===== src/rtl/conv_mac_pkg.sv =====
// conv_mac_pkg -- shared types and constants for the convolution-window MAC.
//   state_t   : engine FSM states (IDLE, MAC, NORM, DONE)
//   acc_w()   : accumulator width that cannot overflow for a given data width / tap count
//   DEF_*     : default Q-format and window size (Q8.8, 9 taps)
package conv_mac_pkg;

   typedef enum logic [1:0] {
      IDLE,
      MAC,
      NORM,
      DONE
   } state_t;

   localparam int DEF_TAPS   = 9;
   localparam int DEF_DATA_W = 16;
   localparam int DEF_FRAC_W = 8;

   // Full-precision products plus growth for TAPS additions plus one bit for the bias.
   function automatic int acc_w(input int data_w, input int taps);
      return 2 * data_w + $clog2(taps) + 1;
   endfunction

endpackage


===== src/rtl/conv_round_sat.sv =====
// conv_round_sat -- combinational round-half-up and saturate of a wide accumulator.
//   acc    in  ACC_W   signed accumulator, 2*FRAC_W fractional bits
//   result out DATA_W  acc rounded to FRAC_W fractional bits, clamped to DATA_W signed range
//   sat    out 1       result was clamped
module conv_round_sat #(
   parameter int ACC_W  = 37,
   parameter int DATA_W = 16,
   parameter int FRAC_W = 8
) (
   input  logic signed [ACC_W-1:0]  acc,
   output logic        [DATA_W-1:0] result,
   output logic                     sat
);

   // One extra bit so adding the rounding constant can never wrap.
   localparam logic signed [ACC_W:0] RND  = (ACC_W+1)'((1 << FRAC_W) >> 1);
   localparam logic signed [ACC_W:0] MAXV = {{(ACC_W+2-DATA_W){1'b0}}, {(DATA_W-1){1'b1}}};
   localparam logic signed [ACC_W:0] MINV = ~MAXV;

   logic signed [ACC_W:0] sum;
   logic signed [ACC_W:0] r;

   always_comb begin
      sum    = (ACC_W+1)'(acc) + RND;
      r      = sum >>> FRAC_W;
      sat    = 1'b0;
      result = r[DATA_W-1:0];
      if (r > MAXV) begin
         result = MAXV[DATA_W-1:0];
         sat    = 1'b1;
      end else if (r < MINV) begin
         result = MINV[DATA_W-1:0];
         sat    = 1'b1;
      end
   end

endmodule


===== src/rtl/conv_window_mac.sv =====
// conv_window_mac -- time-multiplexed fixed-point dot product of one convolution window.
// One multiplier walks TAPS pixel/weight pairs, adds the bias, then rounds and saturates
// to a DATA_W-bit Q(DATA_W-FRAC_W).FRAC_W result. Latency TAPS+1 cycles from accept.
//   clk, rst_n           clock, asynchronous active-low reset
//   in_valid / in_ready  window handshake (img_win, filt_win, bias sampled on accept)
//   img_win, filt_win    TAPS packed signed elements, element i at [i*DATA_W +: DATA_W]
//   bias                 signed bias, same Q format as the result
//   out_valid/out_ready  result handshake; result and sat_flag held while stalled
//   result, sat_flag     rounded/saturated dot product and clamp indicator
//   busy                 engine is not idle
// Build option: define CONV_MAC_RELU_EN to force negative results to zero after
// saturation (sat_flag still reports the pre-ReLU clamp).
module conv_window_mac
   import conv_mac_pkg::*;
#(
   parameter int TAPS   = DEF_TAPS,
   parameter int DATA_W = DEF_DATA_W,
   parameter int FRAC_W = DEF_FRAC_W
) (
   input  logic                     clk,
   input  logic                     rst_n,
   input  logic                     in_valid,
   output logic                     in_ready,
   input  logic [TAPS*DATA_W-1:0]   img_win,
   input  logic [TAPS*DATA_W-1:0]   filt_win,
   input  logic [DATA_W-1:0]        bias,
   output logic                     out_valid,
   input  logic                     out_ready,
   output logic [DATA_W-1:0]        result,
   output logic                     sat_flag,
   output logic                     busy
);

   localparam int ACC_W = acc_w(DATA_W, TAPS);
   localparam int IDX_W = (TAPS > 1) ? $clog2(TAPS) : 1;
   localparam logic [IDX_W-1:0] IDX_LAST = IDX_W'(TAPS - 1);

   state_t state, state_nxt;

   logic [TAPS*DATA_W-1:0]  img_r, filt_r;
   logic signed [ACC_W-1:0] acc;
   logic [IDX_W-1:0]        idx;

   logic signed [DATA_W-1:0]   pix, wgt;
   logic signed [2*DATA_W-1:0] prod;
   logic signed [ACC_W-1:0]    bias_ext;
   logic [DATA_W-1:0]          rs_result, norm_result;
   logic                       rs_sat;

   // The window registers shift down one element per MAC cycle, so the
   // multiplier always reads element 0 instead of a TAPS-way mux on idx.
   assign pix      = img_r[DATA_W-1:0];
   assign wgt      = filt_r[DATA_W-1:0];
   assign prod     = (2*DATA_W)'(pix) * (2*DATA_W)'(wgt);
   assign bias_ext = ACC_W'(signed'(bias)) <<< FRAC_W;

   conv_round_sat #(
      .ACC_W  (ACC_W),
      .DATA_W (DATA_W),
      .FRAC_W (FRAC_W)
   ) u_round_sat (
      .acc    (acc),
      .result (rs_result),
      .sat    (rs_sat)
   );

`ifdef CONV_MAC_RELU_EN
   assign norm_result = rs_result[DATA_W-1] ? '0 : rs_result;
`else
   assign norm_result = rs_result;
`endif

   // State register
   always_ff @(posedge clk or negedge rst_n) begin
      if (!rst_n) state <= IDLE;
      else        state <= state_nxt;
   end

   // Next-state logic
   always_comb begin
      state_nxt = state;
      case (state)
         IDLE:    if (in_valid)         state_nxt = MAC;
         MAC:     if (idx == IDX_LAST)  state_nxt = NORM;
         NORM:                          state_nxt = DONE;
         DONE:    if (out_ready)        state_nxt = IDLE;
         default:                       state_nxt = IDLE;
      endcase
   end

   // Output decode
   always_comb begin
      in_ready  = (state == IDLE);
      busy      = (state != IDLE);
      out_valid = (state == DONE);
   end

   // Datapath
   always_ff @(posedge clk or negedge rst_n) begin
      if (!rst_n) begin
         img_r    <= '0;
         filt_r   <= '0;
         acc      <= '0;
         idx      <= '0;
         result   <= '0;
         sat_flag <= 1'b0;
      end else begin
         case (state)
            IDLE: begin
               if (in_valid) begin
                  img_r  <= img_win;
                  filt_r <= filt_win;
                  acc    <= bias_ext;
                  idx    <= '0;
               end
            end
            MAC: begin
               acc    <= acc + ACC_W'(prod);
               idx    <= idx + 1'b1;
               img_r  <= img_r >> DATA_W;
               filt_r <= filt_r >> DATA_W;
            end
            NORM: begin
               result   <= norm_result;
               sat_flag <= rs_sat;
            end
            default: ;
         endcase
      end
   end

endmodule

===== config.mk =====
export PLATFORM = sky130hd
export DESIGN_NAME = conv_window_mac
export DESIGN_NICKNAME = d
export VERILOG_FILES = /design/src/rtl/conv_mac_pkg.sv /design/src/rtl/conv_round_sat.sv /design/src/rtl/conv_window_mac.sv
export SDC_FILE = /design/constraint.sdc
export NUM_CORES = 2
export LEC_CHECK = 0
export ABC_AREA = 1
export CORE_ASPECT_RATIO = 0.5
export CORE_MARGIN = 2
export CORE_UTILIZATION = 45
export CTS_CLUSTER_DIAMETER = 120
export DETAILED_ROUTE_END_ITERATION = 12
export PLACE_DENSITY = 0.74
export SLEW_MARGIN = 20
export SYNTH_ARGS = -nofsm -noshare
export SYNTH_HDL_FRONTEND = slang
export SYNTH_SLANG_ARGS = --single-unit
export TNS_END_PERCENT = 1

===== constraint.sdc =====
create_clock -name clk -period 8.37 [get_ports clk]
set_input_delay 0.837 -clock clk [delete_from_list [all_inputs] [get_ports clk]]
set_output_delay 0.837 -clock clk [all_outputs]
set_load 0.005 [all_outputs]

After elaboration in Yosys (flattened, before gate mapping)
Index checks and enable logic that the tools add are counted.
Storage, ports and cells
  input port bits: 308
  logic and storage cells: 41
  bits in registers: 348
  output and inout port bits: 20
Operators by class
  equality and inequality tests: 7
  $mul: 1
  $add $sub $neg: 3
  mux-type cells: 16
  magnitude comparators: 2
  reduce and logical (&&, ||, !) cells: 5
Operators by type and width (count)
  144-bit one-hot mux with 2 select lines: 2
  144-bit 2-to-1 mux: 2
  37-bit one-hot mux with 2 select lines: 1
  37-bit by 9-bit adder with 38-bit output (second input constant): 1
  37-bit by 32-bit adder with 37-bit output: 1
  37-bit 2-to-1 mux: 1
  16-bit by 16-bit multiplier with 32-bit output: 1
  16-bit 2-to-1 mux: 2
  30-bit by 16-bit greater-than comparator with 1-bit output (second input constant): 1
  30-bit by 16-bit < comparator with 1-bit output (second input constant): 1
  2-bit one-hot mux with 4 select lines: 1
  4-bit one-hot mux with 2 select lines: 1
  2-bit 2-to-1 mux: 3
  4-bit by 1-bit adder with 4-bit output (second input constant): 1
  2-bit == test (second input constant): 2
  4-bit == test (second input constant): 1
  4-bit 2-to-1 mux: 1
  2-bit inequality test (second input constant): 2
  2-bit nonzero test: 2
  3-bit AND reduction: 1
  2-bit by 1-bit == test with 1-bit output (second input constant): 1
  2-bit logical NOT: 1
  1-bit 2-to-1 mux: 2
  2-bit by 1-bit inequality test with 1-bit output (second input constant): 1
  2-bit AND reduction: 1

Longest topological paths before layout
  depth after elaboration: 4
  depth in mapped cells: 28
  depth with buffers taken out: 26

Cells and area by module
From an unflattened synthesis, not the netlist that was laid out.
Unflattened totals
  cells, all modules: 3402
  area total of the unflattened synthesis: 28363.5 um^2
Modules (own cells, without submodules)
  conv_window_mac: area each 27203.6 um^2, times used 1, sequential area each 8708.4 um^2, cells an instance 3149
  conv_round_sat: area each 1159.9 um^2, times used 1, sequential area each 0.0 um^2, cells an instance 253

Least setup slack after synthesis
No wires, ideal clock.
  path type: register to register
  from: register img_r[15]
  to: register acc[36]
  path slack: 2.440 ns
  data arrival time: 5.798 ns
  path buffers: 2
  cell stages (with the launch flop): 23
  data required time: 8.238 ns
  period minus slack after synthesis: 5.930 ns
  library setup time: 0.132 ns
  path through: dfrtp_1 -> clkbuf_1 -> clkbuf_1 -> nand2_1 -> inv_1 -> fa_1 -> fa_1 -> inv_1 -> fa_1 -> inv_1 -> fa_1 -> inv_1 -> fa_1 -> fa_1 -> inv_1 -> ha_1 -> a21o_1 -> a31oi_1 -> o21ai_0 -> a21oi_1 -> nand3_1 -> xnor2_1 -> o21bai_1
On the way
  cells in the longest elaborated chain, start to end: 3
Ends and longest elaborated chain
  start: declaration: line conv_window_mac.sv:40  | logic [TAPS*DATA_W-1:0] img_r, filt_r;
  start signal: assignment: line conv_window_mac.sv:111  | img_r <= img_win;
  start signal: assignment: line conv_window_mac.sv:120  | img_r <= img_r >> DATA_W;
  16-bit by 16-bit multiplier with 32-bit output: line conv_window_mac.sv:54  | assign prod = (2*DATA_W)'(pix) * (2*DATA_W)'(wgt);
  37-bit by 32-bit adder with 37-bit output: line conv_window_mac.sv:118  | acc <= acc + ACC_W'(prod);
  37-bit one-hot mux with 2 select lines: line conv_window_mac.sv:108  | case (state)
  end signal: assignment: line conv_window_mac.sv:113  | acc <= bias_ext;
  end signal: assignment: line conv_window_mac.sv:118
  end: declaration: line conv_window_mac.sv:41  | logic signed [ACC_W-1:0] acc;
No other way between the ends.
A chain may end at the register's enable or synchronous reset.

Final worst setup path
  from: register filt_r[15]
  to: register acc[22]
On the way
  cells in the longest elaborated chain, start to end: 3
Ends and longest elaborated chain
  start: declaration: line conv_window_mac.sv:40
  start signal: assignment: line conv_window_mac.sv:112  | filt_r <= filt_win;
  start signal: assignment: line conv_window_mac.sv:121  | filt_r <= filt_r >> DATA_W;
  16-bit by 16-bit multiplier with 32-bit output: line conv_window_mac.sv:54
  37-bit by 32-bit adder with 37-bit output: line conv_window_mac.sv:118
  37-bit one-hot mux with 2 select lines: line conv_window_mac.sv:108
No other way between the ends.

==> results_tabular.tex <==
\begin{tabular}{lr}
\hline
Metric & Value \\
\hline
\multicolumn{2}{l}{\textbf{Outcome}} \\
Outcome & complete, no violations \\
\multicolumn{2}{l}{\textbf{Critical path}} \\
Nature of the critical path endpoint & flop \\
Worst Path Arrival & 7.06 ns \\
Worst Path Class, Setup & flop to flop \\
Critical path, cell by cell & clkinv\_1 -> buf\_4 -> or2\_2 -> fa\_1 -> fa\_1 -> inv\_1 -> fa\_1 -> fa\_1 -> fa\_1 -> inv\_1 -> fa\_1 -> inv\_1 -> ha\_1 -> nand2\_1 -> nor2\_1 -> inv\_1 -> nor3\_1 -> nand2\_1 -> nand2\_1 -> a21oi\_1 -> xnor2\_1 -> nand2\_1 -> nand2\_1 \\
CP Buf/Inv Count & 6 \\
Depth of the worst register-to-register path & 23 \\
Most used cell, CP & fa\_1 \\
Required time at the endpoint of the critical path & 8.85 ns \\
Setup slack on the worst flop-to-flop path & 1.79 ns \\
Critical path peak fanout & 10 \\
CP max-delay cell & fa\_1 \\
CP delay by family, top & adder cells \\
Critical Path Source Type & flop \\
Critical register-to-register path endpoint & acc[22]\$\_DFFE\_PN0P\_ \\
Largest stage delay on the critical path & 0.55 ns \\
Critical R2R Launch & filt\_r[15]\$\_DFFE\_PN0P\_ \\
\multicolumn{2}{l}{\textbf{Synthesis}} \\
Number of synthesized flops with an enable pin & 0 \\
Synthesized area per cell & 8.41 um2 \\
Number of storage elements in the synthesis netlist & 348 \\
Number of instances in the synthesized netlist & 3,328 \\
Library cell occupying the most area in the post-synthesis netlist & dfrtp\_1 \\
Count leader, synth & nand2\_1 \\
Synth Warn \# & 0 \\
Ranking of synthesized cells by area & dfrtp\_1, fa\_1, nand2\_1 \\
Area share of the largest cell type after synthesis & 31.1\% \\
Post-synthesis instance area & 28,000 um2 \\
Net Count, Synth & 4,070 \\
Register area share after synthesis & 31.1\% \\
Number of distinct standard cells referenced by the synthesized netlist & 39 \\
Predominant post-synthesis flop cell & dfrtp\_1 \\
Fraction of registers with async set or reset after synthesis & 100\% \\
Leading post-synthesis cells by instance count & nand2\_1, inv\_1, dfrtp\_1, fa\_1, nor2\_1 \\
\multicolumn{2}{l}{\textbf{STA}} \\
Final period utilization & 78.6\% \\
Setup repair after global routing missed its margin & false \\
Slew Limit Headroom & 27.7\% \\
Final hold violations & 0 \\
Setup Skew & 0.0295 ns \\
Post-layout minimum cycle time & 6.58 ns \\
Number of setup violations in the final report & 0 \\
TNS Setup & 0 ns \\
Number of pins with negative max-slew slack in the final report & 0 \\
Transition at the pin with the smallest max-transition slack & 1.08 ns \\
Maximum clock rate & 152 MHz \\
\multicolumn{2}{l}{\textbf{GRT}} \\
Number of global-route vias before repair & 24,200 \\
Antenna violations before repair & 21 \\
Largest net degree at the start of global routing & 167 \\
Congestion Overflow GR & 0 \\
GRT Resource Usage Total & 27.4\% \\
First-pass GRT wire length & 138,000 um \\
\multicolumn{2}{l}{\textbf{Job}} \\
Number of maximum-capacitance violations & 0 \\
\multicolumn{2}{l}{\textbf{CTS}} \\
Num CTS Buffers & 37 \\
Hold bufs inserted after CTS & 0 \\
CTS H-tree depth & 2 \\
Source-to-sink clock delay at the later pin of the worst-skew pair & 0.57 ns \\
Total clock sinks & 348 \\
PostCTS Resize Cnt & 0 \\
Root buffer cell & clkbuf\_16 \\
Buffer depth of the longest clock path & 3 \\
Buffers inserted during post-CTS setup optimization & 0 \\
Clock tree from TritonCTS & built \\
Reg clk slew, reported paths & 0.07 ns \\
\multicolumn{2}{l}{\textbf{Floorplan}} \\
Height of the chip & 180 um \\
I/O pin count & 328 \\
Placeable core area & 61,300 um2 \\
Site row count & 64 \\
Horiz. Die Dim & 357 um \\
Starting density of the core & 45.7\% \\
Die ar. & 64,400 um2 \\
\multicolumn{2}{l}{\textbf{Detailed routing}} \\
First drt pass iteration count & 6 \\
Residual DRC count & 0 \\
Overall via count from detail\_route & 23,400 \\
DRC violation total after the first TritonRoute iteration & 2,029 \\
Post-route antenna net violation count & 0 \\
Vias per inst & 5.29 \\
Average routed wire per standard cell & 19.7 um \\
Total detailed-routing wirelength & 86,800 um \\
\multicolumn{2}{l}{\textbf{Placed design}} \\
Placed Cells incl. Taps & 4,325 \\
Weighted congestion reported at the end of routability-driven placement & 0.938 \\
Placed wire-length estimate after detailed placement & 66,300 um \\
Count of input and output buffers & 327 \\
\multicolumn{2}{l}{\textbf{Cells and area}} \\
Number of standard cells in the final layout excluding fillers & 4,411 \\
NumNets Final & 4,281 \\
Layout overhead on the synthesized area & 18.3\% \\
Share of cells above drive strength 1 & 2.64\% \\
\multicolumn{2}{l}{\textbf{Hold path}} \\
Hold/Removal Path Class & primary input to async pin \\
\hline
\end{tabular}
==> logic make-up (layout without fill, tap and decap cells) <==
logic type	count (synthesis)	after routing	synth area share (%)
and+or+nand+nor	1090	1090	15.2
buffers and inverters	982	1219	13.2
AOI/OAI and AO/OA	439	439	11.5
adders and majority gates	434	434	27.9
DFF	348	348	31.1
xor gates and xnor gates	35	35	1.09
other	0	21	0
==> routing by layer <==
metal | global-route usage [%] | share of wire [%] | vias up
met5 | 0 | 0.041 | -
met4 | 10.8 | 3.5 | 2
met3 | 4.77 | 6.7 | 160
met2 | 44.1 | 48 | 850
met1 | 37.1 | 42 | 11700
li1 | - | - | 10700
==> flip-flops by register name (all words and copies together), names as in the netlist <==
| register | flops |
|---|---|
| filt_r | 144 |
| state | 2 |
| img_r | 144 |
| acc | 37 |
| idx | 4 |
| sat_flag | 1 |
| result | 16 |
==> through the flow <==
step	area, um2	hold slack (ns)	worst slack (ns)	util [%]
2_1_floorplan	28000	0.459	2.44	-
3_3_place_gp	31800	0.463	1.80	51.9
3_5_place_dp	31800	0.469	1.86	51.9
4_1_cts	33100	0.211	1.81	53.9
5_1_grt	33100	0.241	1.40	54.0
6_report	33100	0.221	1.79	54.0
==> layout by cell type (no fill, tap or decap), drive strengths merged, types with 6 or more instances in the layout <==
cell type and count:
a21o 6, a21oi 58, a221oi 61, a22o 6
buf 16, clkbuf 46, clkdlybuf4s50 326, clkinv 11
dfrtp 348, diode 21, fa 318, ha 116
inv 815, nand2 826, nand3 43, nand3b 8
nand4 8, nor2 189, nor3 10, o211ai 73
o21ai 81, o21bai 7, o221ai 139, xnor2 10
xor2 25
==> area by class of cell <==
class | count | area, um2
Fill cell | 5525 | 28200
Antenna cell | 21 | 52.6
Clock inverter | 19 | 245
Multi-Input combinational cell | 1998 | 15600
Timing Repair Buffer | 342 | 3430
Sequential cell | 348 | 8710
Tap cell | 825 | 1030
Clock buffer | 46 | 980
Inverter | 812 | 3060
==> worst reg2reg max path, stage by stage (launching register included) <==
cell and delay, ns:
dfrtp_1 0.33, clkinv_1 0.28, buf_4 0.32, or2_2 0.32, fa_1 0.52, fa_1 0.55
inv_1 0.05, fa_1 0.45, fa_1 0.51, fa_1 0.55, inv_1 0.05, fa_1 0.52
inv_1 0.04, ha_1 0.41, nand2_1 0.13, nor2_1 0.23, inv_1 0.07, nor3_1 0.25
nand2_1 0.09, nand2_1 0.19, a21oi_1 0.15, xnor2_1 0.21, nand2_1 0.09, nand2_1 0.18
==> worst max path at each step <==
stage	from	endpoint	slack, ns	cells after the start
5_1_grt	filt_r[4]$_DFFE_PN0P_	acc[36]$_DFFE_PN0P_	1.40	21
6_report	filt_r[15]$_DFFE_PN0P_	acc[22]$_DFFE_PN0P_	1.79	23
3_3_place_gp	filt_r[15]$_DFFE_PN0P_	acc[22]$_DFFE_PN0P_	1.80	23
3_5_place_dp	filt_r[15]$_DFFE_PN0P_	acc[23]$_DFFE_PN0P_	1.86	20
2_1_floorplan	img_r[15]$_DFFE_PN0P_	acc[36]$_DFFE_PN0P_	2.44	22
4_1_cts	filt_r[15]$_DFFE_PN0P_	acc[23]$_DFFE_PN0P_	1.81	20
Power is left out: the tool's default activity adds up to more than one toggle a clock period on the data nets, which glitch-free logic cannot reach.
